## src/rtl/mvu_pkg.sv

```systemverilog
// rtl/mvu_pkg.sv - shared widths, FSM states and multiply-mode encodings for the MVU controller
package mvu_pkg;
    localparam int BWBANKA = 9;
    localparam int BDBANKA = 15;
    localparam int CNT_W   = 8;
    localparam int PREC_W  = 4;

    typedef enum logic [2:0] {
        IDLE,
        RUN,
        DRAIN,
        WB,
        FIN
    } mvu_state_e;

    typedef enum logic [1:0] {
        MUL_OFF = 2'd0,
        MUL_BIN = 2'd1,
        MUL_TER = 2'd2,
        MUL_INT = 2'd3
    } mul_mode_e;
endpackage

```

## src/rtl/mvu_ctrl_if.sv

```systemverilog
// rtl/mvu_ctrl_if.sv - control/grant bundle between the MVU controller and one MVU lane
interface mvu_ctrl_if #(
    parameter int BWBANKA = mvu_pkg::BWBANKA,
    parameter int BDBANKA = mvu_pkg::BDBANKA
);
    logic [1:0]         mul_mode;
    logic               acc_clr;
    logic               acc_sh;
    logic               max_en;
    logic               max_clr;
    logic               max_pool;
    logic [BWBANKA-1:0] rdw_addr;
    logic               rdd_en;
    logic [BDBANKA-1:0] rdd_addr;
    logic               wrd_en;
    logic [BDBANKA-1:0] wrd_addr;
    logic               rdd_grnt;
    logic               wrd_grnt;

    modport master (
        output mul_mode, acc_clr, acc_sh, max_en, max_clr, max_pool,
        output rdw_addr, rdd_en, rdd_addr, wrd_en, wrd_addr,
        input  rdd_grnt, wrd_grnt
    );

    modport slave (
        input  mul_mode, acc_clr, acc_sh, max_en, max_clr, max_pool,
        input  rdw_addr, rdd_en, rdd_addr, wrd_en, wrd_addr,
        output rdd_grnt, wrd_grnt
    );
endinterface

```

## src/rtl/mvu_loopctr.sv

```systemverilog
// rtl/mvu_loopctr.sv - nested tile/bit-plane/output counter with wrap and terminal flags
module mvu_loopctr
    import mvu_pkg::*;
(
    input  logic              clk,
    input  logic              rst_n,
    input  logic              clr,
    input  logic              step,
    input  logic              next_o,
    input  logic [CNT_W-1:0]  ntiles,
    input  logic [PREC_W-1:0] iprec,
    input  logic [CNT_W-1:0]  nout,
    output logic [CNT_W-1:0]  t_d,
    output logic [PREC_W-1:0] p_d,
    output logic [CNT_W-1:0]  o_d,
    output logic              t_last,
    output logic              p_last,
    output logic              o_last
);
    logic [CNT_W-1:0]  t_q;
    logic [PREC_W-1:0] p_q;
    logic [CNT_W-1:0]  o_q;

    assign t_last = (t_q == ntiles - CNT_W'(1));
    assign p_last = (p_q == iprec - PREC_W'(1));
    assign o_last = (o_q == nout - CNT_W'(1));

    // t and p wrap to zero after the last issue of an output; o only moves on write-back
    always_comb begin
        t_d = t_q;
        p_d = p_q;
        o_d = o_q;
        if (clr) begin
            t_d = '0;
            p_d = '0;
            o_d = '0;
        end else if (next_o) begin
            t_d = '0;
            p_d = '0;
            o_d = o_q + CNT_W'(1);
        end else if (step) begin
            if (t_last) begin
                t_d = '0;
                p_d = p_last ? '0 : p_q + PREC_W'(1);
            end else begin
                t_d = t_q + CNT_W'(1);
            end
        end
    end

    always_ff @(posedge clk or negedge rst_n) begin
        if (!rst_n) begin
            t_q <= '0;
            p_q <= '0;
            o_q <= '0;
        end else begin
            t_q <= t_d;
            p_q <= p_d;
            o_q <= o_d;
        end
    end
endmodule

```

## src/rtl/mvu_ctrl.sv

```systemverilog
// rtl/mvu_ctrl.sv - job sequencer driving weight/data reads, Horner accumulate and write-back for one MVU lane
module mvu_ctrl #(
    parameter int BWBANKA = mvu_pkg::BWBANKA,
    parameter int BDBANKA = mvu_pkg::BDBANKA,
    parameter int LAT     = 3
) (
    input  logic               clk,
    input  logic               rst_n,
    input  logic               start,
    output logic               busy,
    output logic               done,
    input  logic [1:0]         cfg_mode,
    input  logic [BWBANKA-1:0] cfg_wbase,
    input  logic [BDBANKA-1:0] cfg_dbase,
    input  logic [BDBANKA-1:0] cfg_obase,
    input  logic [7:0]         cfg_ntiles,
    input  logic [3:0]         cfg_iprec,
    input  logic [7:0]         cfg_nout,
    input  logic               cfg_pool,
    mvu_ctrl_if.master         lane
);
    import mvu_pkg::*;

    localparam logic [7:0] DRAIN_LAST = 8'(LAT - 1);

    mvu_state_e         state_q, state_d;
    logic [1:0]         mode_q, mode_d;
    logic [BWBANKA-1:0] wbase_q, wbase_d;
    logic [BDBANKA-1:0] dbase_q, dbase_d, obase_q, obase_d;
    logic [7:0]         ntiles_q, ntiles_d, nout_q, nout_d;
    logic [3:0]         iprec_q, iprec_d;
    logic               pool_q, pool_d;
    logic [7:0]         drain_q, drain_d;

    logic               cnt_clr, cnt_step, cnt_next_o;
    logic [7:0]         t_d, o_d;
    logic [3:0]         p_d;
    logic               t_last, p_last, o_last;

    logic               busy_q, busy_d, done_q, done_d;
    logic [1:0]         mul_mode_q, mul_mode_d;
    logic               acc_clr_q, acc_clr_d, acc_sh_q, acc_sh_d;
    logic               max_en_q, max_en_d, max_clr_q, max_clr_d, max_pool_q, max_pool_d;
    logic               rdd_en_q, rdd_en_d, wrd_en_q, wrd_en_d;
    logic [BWBANKA-1:0] rdw_addr_q, rdw_addr_d;
    logic [BDBANKA-1:0] rdd_addr_q, rdd_addr_d, wrd_addr_q, wrd_addr_d;
    logic [15:0]        wprod, dprod;
    logic [3:0]         plane;

    mvu_loopctr u_loopctr (
        .clk    (clk),
        .rst_n  (rst_n),
        .clr    (cnt_clr),
        .step   (cnt_step),
        .next_o (cnt_next_o),
        .ntiles (ntiles_q),
        .iprec  (iprec_q),
        .nout   (nout_q),
        .t_d    (t_d),
        .p_d    (p_d),
        .o_d    (o_d),
        .t_last (t_last),
        .p_last (p_last),
        .o_last (o_last)
    );

    always_comb begin
        state_d    = state_q;
        mode_d     = mode_q;
        wbase_d    = wbase_q;
        dbase_d    = dbase_q;
        obase_d    = obase_q;
        ntiles_d   = ntiles_q;
        iprec_d    = iprec_q;
        nout_d     = nout_q;
        pool_d     = pool_q;
        drain_d    = drain_q;
        cnt_clr    = 1'b0;
        cnt_step   = 1'b0;
        cnt_next_o = 1'b0;
        case (state_q)
            IDLE: if (start) begin
                mode_d   = cfg_mode;
                wbase_d  = cfg_wbase;
                dbase_d  = cfg_dbase;
                obase_d  = cfg_obase;
                ntiles_d = cfg_ntiles;
                iprec_d  = cfg_iprec;
                nout_d   = cfg_nout;
                pool_d   = cfg_pool;
                cnt_clr  = 1'b1;
                if (cfg_ntiles == 8'd0 || cfg_iprec == 4'd0 || cfg_nout == 8'd0)
                    state_d = FIN;
                else
                    state_d = RUN;
            end
            RUN: if (lane.rdd_grnt) begin
                cnt_step = 1'b1;
                if (t_last && p_last) begin
                    state_d = DRAIN;
                    drain_d = '0;
                end
            end
            DRAIN: begin
                if (drain_q == DRAIN_LAST)
                    state_d = WB;
                else
                    drain_d = drain_q + 8'd1;
            end
            WB: if (lane.wrd_grnt) begin
                if (o_last) begin
                    state_d = FIN;
                end else begin
                    cnt_next_o = 1'b1;
                    state_d    = RUN;
                end
            end
            FIN:     state_d = IDLE;
            default: state_d = IDLE;
        endcase
    end

    // outputs are precomputed from next state/counters so every output leaves a flop
    always_comb begin
        wprod      = 16'(o_d) * 16'(ntiles_d);
        plane      = iprec_d - 4'd1 - p_d;
        dprod      = 16'(plane) * 16'(ntiles_d);
        busy_d     = (state_d != IDLE);
        done_d     = (state_d == FIN);
        mul_mode_d = busy_d ? mode_d : 2'(MUL_OFF);
        max_pool_d = busy_d & pool_d;
        rdd_en_d   = (state_d == RUN);
        acc_clr_d  = rdd_en_d && p_d == 4'd0 && t_d == 8'd0;
        acc_sh_d   = rdd_en_d && p_d != 4'd0 && t_d == 8'd0;
        wrd_en_d   = (state_d == WB);
        max_en_d   = pool_q && state_q == WB && lane.wrd_grnt;
        max_clr_d  = pool_d && state_d == WB && state_q != WB && o_d == 8'd0;
        rdw_addr_d = rdw_addr_q;
        rdd_addr_d = rdd_addr_q;
        wrd_addr_d = wrd_addr_q;
        if (rdd_en_d) begin
            rdw_addr_d = wbase_d + BWBANKA'(wprod) + BWBANKA'(t_d);
            rdd_addr_d = dbase_d + BDBANKA'(dprod) + BDBANKA'(t_d);
        end
        if (wrd_en_d)
            wrd_addr_d = obase_d + BDBANKA'(o_d);
    end

    always_ff @(posedge clk or negedge rst_n) begin
        if (!rst_n) begin
            state_q    <= IDLE;
            mode_q     <= '0;
            wbase_q    <= '0;
            dbase_q    <= '0;
            obase_q    <= '0;
            ntiles_q   <= '0;
            iprec_q    <= '0;
            nout_q     <= '0;
            pool_q     <= 1'b0;
            drain_q    <= '0;
            busy_q     <= 1'b0;
            done_q     <= 1'b0;
            mul_mode_q <= '0;
            acc_clr_q  <= 1'b0;
            acc_sh_q   <= 1'b0;
            max_en_q   <= 1'b0;
            max_clr_q  <= 1'b0;
            max_pool_q <= 1'b0;
            rdd_en_q   <= 1'b0;
            wrd_en_q   <= 1'b0;
            rdw_addr_q <= '0;
            rdd_addr_q <= '0;
            wrd_addr_q <= '0;
        end else begin
            state_q    <= state_d;
            mode_q     <= mode_d;
            wbase_q    <= wbase_d;
            dbase_q    <= dbase_d;
            obase_q    <= obase_d;
            ntiles_q   <= ntiles_d;
            iprec_q    <= iprec_d;
            nout_q     <= nout_d;
            pool_q     <= pool_d;
            drain_q    <= drain_d;
            busy_q     <= busy_d;
            done_q     <= done_d;
            mul_mode_q <= mul_mode_d;
            acc_clr_q  <= acc_clr_d;
            acc_sh_q   <= acc_sh_d;
            max_en_q   <= max_en_d;
            max_clr_q  <= max_clr_d;
            max_pool_q <= max_pool_d;
            rdd_en_q   <= rdd_en_d;
            wrd_en_q   <= wrd_en_d;
            rdw_addr_q <= rdw_addr_d;
            rdd_addr_q <= rdd_addr_d;
            wrd_addr_q <= wrd_addr_d;
        end
    end

    assign busy          = busy_q;
    assign done          = done_q;
    assign lane.mul_mode = mul_mode_q;
    assign lane.acc_clr  = acc_clr_q;
    assign lane.acc_sh   = acc_sh_q;
    assign lane.max_en   = max_en_q;
    assign lane.max_clr  = max_clr_q;
    assign lane.max_pool = max_pool_q;
    assign lane.rdw_addr = rdw_addr_q;
    assign lane.rdd_en   = rdd_en_q;
    assign lane.rdd_addr = rdd_addr_q;
    assign lane.wrd_en   = wrd_en_q;
    assign lane.wrd_addr = wrd_addr_q;
endmodule

```

## src/flat_wrapper.sv

```systemverilog
// flat-port wrapper written by rule: the top's interface ports become plain ports
module mvu_ctrl_flat import mvu_pkg::*;
#(
    parameter int BWBANKA = mvu_pkg::BWBANKA,
    parameter int BDBANKA = mvu_pkg::BDBANKA,
    parameter int LAT     = 3
)
  (clk, rst_n, start, busy, done, cfg_mode, cfg_wbase, cfg_dbase, cfg_obase, cfg_ntiles, cfg_iprec, cfg_nout, cfg_pool, lane_mul_mode, lane_acc_clr, lane_acc_sh, lane_max_en, lane_max_clr, lane_max_pool, lane_rdw_addr, lane_rdd_en, lane_rdd_addr, lane_wrd_en, lane_wrd_addr, lane_rdd_grnt, lane_wrd_grnt);
  mvu_ctrl_if #(.BWBANKA(BWBANKA), .BDBANKA(BDBANKA)) lane_i ();
  input  logic clk;
  input  logic rst_n;
  input  logic start;
  output logic busy;
  output logic done;
  input  logic [1:0] cfg_mode;
  input  logic [BWBANKA-1:0] cfg_wbase;
  input  logic [BDBANKA-1:0] cfg_dbase;
  input  logic [BDBANKA-1:0] cfg_obase;
  input  logic [7:0] cfg_ntiles;
  input  logic [3:0] cfg_iprec;
  input  logic [7:0] cfg_nout;
  input  logic cfg_pool;
  output wire logic [$bits(lane_i.mul_mode)-1:0] lane_mul_mode;
  output wire logic [$bits(lane_i.acc_clr)-1:0] lane_acc_clr;
  output wire logic [$bits(lane_i.acc_sh)-1:0] lane_acc_sh;
  output wire logic [$bits(lane_i.max_en)-1:0] lane_max_en;
  output wire logic [$bits(lane_i.max_clr)-1:0] lane_max_clr;
  output wire logic [$bits(lane_i.max_pool)-1:0] lane_max_pool;
  output wire logic [$bits(lane_i.rdw_addr)-1:0] lane_rdw_addr;
  output wire logic [$bits(lane_i.rdd_en)-1:0] lane_rdd_en;
  output wire logic [$bits(lane_i.rdd_addr)-1:0] lane_rdd_addr;
  output wire logic [$bits(lane_i.wrd_en)-1:0] lane_wrd_en;
  output wire logic [$bits(lane_i.wrd_addr)-1:0] lane_wrd_addr;
  input wire logic [$bits(lane_i.rdd_grnt)-1:0] lane_rdd_grnt;
  input wire logic [$bits(lane_i.wrd_grnt)-1:0] lane_wrd_grnt;
  assign lane_mul_mode = lane_i.mul_mode;
  assign lane_acc_clr = lane_i.acc_clr;
  assign lane_acc_sh = lane_i.acc_sh;
  assign lane_max_en = lane_i.max_en;
  assign lane_max_clr = lane_i.max_clr;
  assign lane_max_pool = lane_i.max_pool;
  assign lane_rdw_addr = lane_i.rdw_addr;
  assign lane_rdd_en = lane_i.rdd_en;
  assign lane_rdd_addr = lane_i.rdd_addr;
  assign lane_wrd_en = lane_i.wrd_en;
  assign lane_wrd_addr = lane_i.wrd_addr;
  assign lane_i.rdd_grnt = lane_rdd_grnt;
  assign lane_i.wrd_grnt = lane_wrd_grnt;
  mvu_ctrl #(.BWBANKA(BWBANKA), .BDBANKA(BDBANKA), .LAT(LAT)) u_core (.clk(clk), .rst_n(rst_n), .start(start), .busy(busy), .done(done), .cfg_mode(cfg_mode), .cfg_wbase(cfg_wbase), .cfg_dbase(cfg_dbase), .cfg_obase(cfg_obase), .cfg_ntiles(cfg_ntiles), .cfg_iprec(cfg_iprec), .cfg_nout(cfg_nout), .cfg_pool(cfg_pool), .lane(lane_i));
endmodule
```

## config.mk

```make
export PLATFORM = sky130hd
export DESIGN_NAME = mvu_ctrl_flat
export DESIGN_NICKNAME = d
export VERILOG_FILES = /design/src/rtl/mvu_pkg.sv /design/src/rtl/mvu_ctrl_if.sv /design/src/rtl/mvu_loopctr.sv /design/src/rtl/mvu_ctrl.sv /design/src/flat_wrapper.sv
export SDC_FILE = /design/constraint.sdc
export NUM_CORES = 1
export LEC_CHECK = 0
export CAP_MARGIN = 20
export CORE_ASPECT_RATIO = 1.25
export CORE_MARGIN = 4
export CORE_UTILIZATION = 58
export CTS_CLUSTER_SIZE = 16
export DETAILED_ROUTE_END_ITERATION = 8
export HOLD_SLACK_MARGIN = 0.15
export PLACE_DENSITY = 0.82
export SLEW_MARGIN = 20
export SYNTH_ARGS = -nofsm -noshare
export SYNTH_HDL_FRONTEND = slang
export SYNTH_HIERARCHICAL = 1
export SYNTH_SLANG_ARGS = --single-unit
export TNS_END_PERCENT = 100
```

## constraint.sdc

```tcl
create_clock -name clk -period 10.9 [get_ports clk]
set_clock_uncertainty 0.1 [all_clocks]
set_input_delay 1.635 -clock clk [delete_from_list [all_inputs] [get_ports clk]]
set_output_delay 1.635 -clock clk [all_outputs]
set_load 0.03 [all_outputs]
```

==> results of run 1 <==
==> cell families (layout without fill, tap and decap cells) <==
kind of cell,count (synthesis),in the layout
flip-flops,143,143
XOR/XNOR,71,71
multiplexers,21,21
AO/OA/AOI/OAI,152,152
adder cells (fa/ha/maj),124,124
buffers and inverters,163,289
AND/OR/NAND/NOR,452,452
==> flip-flops by register name, summed over array words and instances, names as in the netlist, 3 cells and up <==
register,flops
u_core/obase_q,15
u_core/ntiles_q,8
u_core/lane.rdw_addr,9
u_core/wbase_q,9
u_core/dbase_q,15
u_core/lane.rdd_addr,15
u_core/lane.wrd_addr,15
u_core/u_loopctr/o_q,8
u_core/state_q,3
u_core/iprec_q,4
u_core/u_loopctr/t_q,8
u_core/drain_q,8
u_core/u_loopctr/p_q,4
u_core/nout_q,8
==> per-layer routing <==
metal / GRT usage, % / routed length (um) / up-vias
li1: - / - / 3913
met1: 31.59 / 10100 / 4023
met2: 44.02 / 12350 / 275
met3: 3.960 / 1168 / 71
met4: 12.26 / 981 / 0
met5: 0 / 0 / -
==> Yosys cell counts (all sizes together) (26+ instances only) <==
master	n	share of area [%]
nand2	243	8.9
dfrtp	143	35
inv	131	4.9
fa	62	12
ha	61	7.5
nor2	56	2.2
xnor2	45	3.9
o21ai	42	2.1
and2	31	1.9
a21oi	29	1.4
xor2	26	2.2
==> path summary, 6_finish.rpt <==
kind,depth (start not counted),from,to
max reg2reg,32,u_core/nout_q[0],u_core/lane.rdd_addr[14]
min reg2reg,2,u_core/mode_q[1],u_core/mode_q[1]
min,2,u_core/mode_q[1],u_core/mode_q[1]
max,27,start,u_core/lane.rdd_addr[14]
max in group asynchronous,2,rst_n,u_core/lane.rdw_addr[7]
min in group asynchronous,1,rst_n,u_core/lane.max_clr
==> per-stage QoR <==
| stage | util [%] | setup WS [ns] | instance area [sq um] |
|---|---|---|---|
| after floorplan | - | 1.993 | 10220 |
| after global placement | 66.71 | 1.564 | 11580 |
| after detailed placement | 66.71 | 1.457 | 11580 |
| after CTS | 70.33 | 1.856 | 12210 |
| after global routing | 70.33 | 1.394 | 12210 |
| final | 70.33 | 1.825 | 12210 |
==> placed cells by master, fill, tap and decap left out, types with 8 or more instances in the layout <==
cell type / count
nand4_1: 10
nor4_1: 12
and3_1: 9
nor2b_1: 22
buf_4: 10
ha_1: 61
o21ai_0: 41
clkbuf_16: 17
nor3_1: 18
nor2_1: 54
mux2i_1: 11
a21o_1: 17
xnor2_1: 44
or3_1: 8
a21oi_1: 29
clkdlybuf4s50_1: 115
inv_1: 130
nand3_1: 22
dfrtp_1: 143
and2_1: 31
o211ai_1: 11
xor2_1: 26
nand2_1: 243
fa_1: 62
mux2_2: 8
==> worst min-delay path: stages (launching register included) <==
cell     delay [ns]
dfrtp_1        0.32
nand2_1        0.06
nand2_1        0.06
==> cell type report <==
class / count / area [sq um]
inverters: 132 / 503.0
well taps: 224 / 280.3
clock buffers: 19 / 442.9
flip-flops and latches: 143 / 3578
clock inverters: 12 / 185.2
fillers: 1293 / 5152
multi-input cells: 820 / 5984
repair buffers: 126 / 1237
==> metrics.cfg, run 1 <==
[outcome]
status=finished, final reports clean

[worst_setup_path]
crit_arrival_ns=9.30
cp_common_cell=inv_1
cp-start-kind=primary input
cpPeakStageDelay_ns=0.57
crit_slowest_cell=or4b_2
crit_required_ns=11.13
crit_type=in -> reg
cp.buffers_inverters=7
end_kind=flip-flop
critPathTopFamily=adder cells
worstPathMaxFanout=81
rrSetupSlack_ns=2.40

[clock_network]
cts-resized-gates=0
post-cts-setup-buffer-count=0
cts_tree=done
clk_pin_slew_ns=0.06
htreeDepth=4
cts_buffer_depth=2
hold_buffers=0
clk_latency_ns=0.43
numCtsBuffers=17
root_buffer=clkbuf_16
cts_sinks=143

[timing]
min_period_ns=9.075
setup_viol=0
post-route-period-util_pct=83.26
drv_slew=0
hold_violations=0
worst_pin_slew_ns=1.118
max_slew_margin_pct=24.92
whs_ns=0.3682
grt_setup_unrepaired=false
fmax_mhz=110.2
setup_tns_ns=0

[layout]
final_nets=1430
area_growth_pct=19.49
drive_gt1_share_pct=5.751
n_antenna_cell=0
stdcell_count=1476

[drt]
vias=8282
via_per_inst=5.611
dr.pass1.iters=5
drc=0
drt-total-wl_mm=24.60
wire_per_inst_um=16.67
ant_nets=0
drt_iter0_drc=485

[flow_run]
max_cap_viol_count=0

[synth]
avgSynthCellArea_sq_um=9.076
synth_cell_types=75
async_reset_ff_share_pct=100.0
synth_edf_count=0
syn_inst=1126
synth-seq-cells=143
yosys.area_share.simple_pct=20.49
ys.flop_type=dfrtp_1
synth_area_sq_mm=0.01022
synth_mux_area_share_pct=2.216
synthAdderAreaFrac_pct=19.72
ys_warn_count=6
synth_nets=1316
synth_top_family_by_area=simple AND/OR/NAND/NOR gates
synth_xor_area_share_pct=6.158
ys_seq_area_share_pct=35.01
synth-compound-area-share_pct=9.819

[floorplan]
rows=54
core_sq_mm=0.01736
ios=117
initial_core_util_pct=58.86
die_width_um=126.7
dieHeight_um=156.4
die-area_sq_mm=0.01982

[placement]
place.gp.congestion=0.8667
dp.cells=1445
portBuffers=116
detailed_place_hpwl_mm=17.81

[global_routing]
grt-ovfl-total=0
grt_pass1_vias=8593
grt_start_max_net_pins=82
grt_pass1_wl_mm=40.74
antenna_found_initial=0
gr-usage-all-layers_pct=25.58

[hold_path]
min_path_type=reg -> reg

Power of run 1 is left out: the tool's default activity adds up to more than one toggle a clock period on the data nets, which glitch-free logic cannot reach.
==> inputs of run 2 (changes only) <==
--- a/config.mk
+++ b/config.mk
@@ -8,11 +8,11 @@
 export CAP_MARGIN = 20
 export CORE_ASPECT_RATIO = 1.25
 export CORE_MARGIN = 4
-export CORE_UTILIZATION = 58
+export CORE_UTILIZATION = 52
 export CTS_CLUSTER_SIZE = 16
 export DETAILED_ROUTE_END_ITERATION = 8
 export HOLD_SLACK_MARGIN = 0.15
-export PLACE_DENSITY = 0.82
+export PLACE_DENSITY = 0.78
 export SLEW_MARGIN = 20
 export SYNTH_ARGS = -nofsm -noshare
 export SYNTH_HDL_FRONTEND = slang
==> constraint.sdc (replaced) <==
create_clock -name clk -period 7.6 [get_ports clk]
set_clock_uncertainty 0.1 [all_clocks]
set_input_delay 1.14 -clock clk [delete_from_list [all_inputs] [get_ports clk]]
set_output_delay 1.14 -clock clk [all_outputs]
set_load 0.03 [all_outputs]
==> run 2 against run 1 <==
Against the previous run: utilization shrank 5.0 points; global-route usage fell by 1.9 points; die area rose by 11%; cell area up 3.7%; sequential share of layout area shrank 1.0 points; routed wire length grew 1.5%; critical path depth did not move; highest routed layer unchanged.
==> metrics.cfg, run 2 (synthesized netlist as in run 1, its figures left out) <==
[outcome]
status=finished, final reports clean

[timing]
setup_viol=0  ; unchanged
drv_slew=0  ; unchanged
hold_violations=0  ; unchanged
post-route-period-util_pct=95.77
fmax_mhz=137.4
worst_pin_slew_ns=1.040  ; -0.07715 ns
max_slew_margin_pct=30.64  ; +5.7 points
min_period_ns=7.279
layout_setup_ws_ns=0.3213  ; -1.504 ns

[layout]
final_common_cell=nand2_1
area_growth_pct=23.93
utilization_pct=65.29  ; -5.0 points
drive_gt1_share_pct=10.06  ; +4.3 points
seq_area_sq_mm=0.003580  ; about the same
final_nets=1469  ; +2.7%
n_fill_cell=1587  ; +23%
n_antenna_cell=0  ; unchanged
multiInputGateArea_sq_mm=0.006108  ; +2.1%
final_cell_mix=243 x nand2_1, 142 x dfrtp_1, 130 x inv_1

[worst_setup_path]
crit_arrival_ns=7.54  ; -1.76 ns
cpPeakStageDelay_ns=0.58  ; about the same
cp_common_cell=fa_1
worstPathMaxFanout=7  ; -91%
end_kind=flip-flop
cp-start-kind=flip-flop
crit_required_ns=7.86  ; -3.27 ns
crit_type=reg -> reg
crit_slowest_cell=fa_1

[clock_network]
numCtsBuffers=17  ; unchanged
clk_pin_slew_ns=0.06  ; about the same
htreeDepth=4  ; unchanged
cts_buffer_depth=2  ; unchanged
hold_buffers=0  ; unchanged
cts_sinks=143  ; unchanged
root_buffer=clkbuf_16
clk_latency_ns=0.42  ; about the same
cts_tree=done
post-cts-setup-buffer-count=0  ; unchanged

[drt]
vias=8390  ; +1.3%
drt-total-wl_mm=24.96  ; +1.5%
via_per_inst=5.389  ; -4.0%
ant_nets=0  ; unchanged
dr.pass1.iters=5  ; unchanged
drt_iter0_drc=533  ; +9.9%
wire_per_inst_um=16.03  ; -3.8%
drc=0  ; unchanged

[global_routing]
gr-usage-all-layers_pct=23.69  ; -1.9 points
grt_pass1_wl_mm=41.56  ; +2.0%
grt_start_max_net_pins=75  ; -8.5%
grt-ovfl-total=0  ; unchanged
antenna_found_initial=0  ; unchanged
grt_pass1_vias=8457  ; -1.6%

[floorplan]
core_sq_mm=0.01940  ; +12%
rows=57  ; +5.6%
die_width_um=133.4  ; +5.3%
ios=117  ; unchanged
dieHeight_um=164.7  ; +5.3%
initial_core_util_pct=52.68  ; -6.2 points
die-area_sq_mm=0.02197  ; +11%

[placement]
place.gp.congestion=0.9011  ; +4.0%
portBuffers=116  ; unchanged
detailed_place_hpwl_mm=18.78  ; +5.5%
dp_slack_ns=-0.1168  ; -1.574 ns

[flow_run]
max_cap_viol_count=0  ; unchanged

[hold_path]
min_path_type=reg -> reg

[run 2: cell types whose count changed in the layout (fill, tap and decap cells not counted), moves of 3 or more]
cell | previous run | this run
nor2_1 | 54 | 51
a21oi_1 | 29 | 25
a21oi_2 | 0 | 4
clkinv_4 | 5 | 1
clkbuf_1 | 1 | 4
buf_4 | 10 | 48
[run 2: worst max-delay path: cells and delay by family (launching register included)]
kind / cells / cell delay, ns
compound gates: 7 / 1.18
xor+xnor: 1 / 0.20
fa+ha+maj: 7 / 2.96
buf+inv: 5 / 0.79
flops: 1 / 0.40
simple gates: 7 / 1.56
[run 2: final cells by class]
class	count	share of cell area [%]
multi-input cells	820	48.23
flip-flops and latches	143	28.26
repair buffers	165	12.18
inverters	132	3.971
clock buffers	23	3.695
well taps	265	2.618
clock inverters	9	1.047
[run 2: through the flow]
step / hold WS, ns / cell area, sq um / instances / setup TNS (ns)
after floorplan: 0.3394 / 10260 / 1126 / 0
after global placement: 0.3537 / 11950 / 1525 / 0
after detailed placement: 0.3575 / 11950 / 1525 / -0.1277
after CTS: 0.3723 / 12570 / 1557 / 0
after global routing: 0.4030 / 12670 / 1557 / -0.01528
final: 0.3677 / 12670 / 1557 / 0
[run 2: layer usage]
| layer | global-route usage, % | vias to the layer above | wire length [um] |
|---|---|---|---|
| met3 | 4.113 | 57 | 1143 |
| met5 | 0 | - | 0 |
| met1 | 29.50 | 4120 | 10220 |
| li1 | - | 3992 | - |
| met2 | 41.84 | 221 | 12970 |
| met4 | 8.232 | 0 | 631 |
[run 2: what timing repair did]
action | CTS | global route
setup endpoints to repair | 2 | 8
pin swaps | 1 | 5
resized for setup | 3 | 20
[run 2: worst paths after layout]
check / slack (ns) / cells past startpoint / from / endpoint
worst max-delay path: 0.32 / 27 / u_core/nout_q[1] / u_core/lane.rdw_addr[8]
worst min-delay path: 0.37 / 2 / u_core/mode_q[0] / u_core/mode_q[0]
worst max register to register: 0.32 / 27 / u_core/nout_q[1] / u_core/lane.rdw_addr[8]
worst min register to register: 0.37 / 2 / u_core/mode_q[0] / u_core/mode_q[0]
max in group asynchronous: 5.30 / 2 / rst_n / u_core/nout_q[2]
min in group asynchronous: 0.62 / 1 / rst_n / u_core/lane.rdd_addr[13]
Power of run 2 is left out for the same reason.
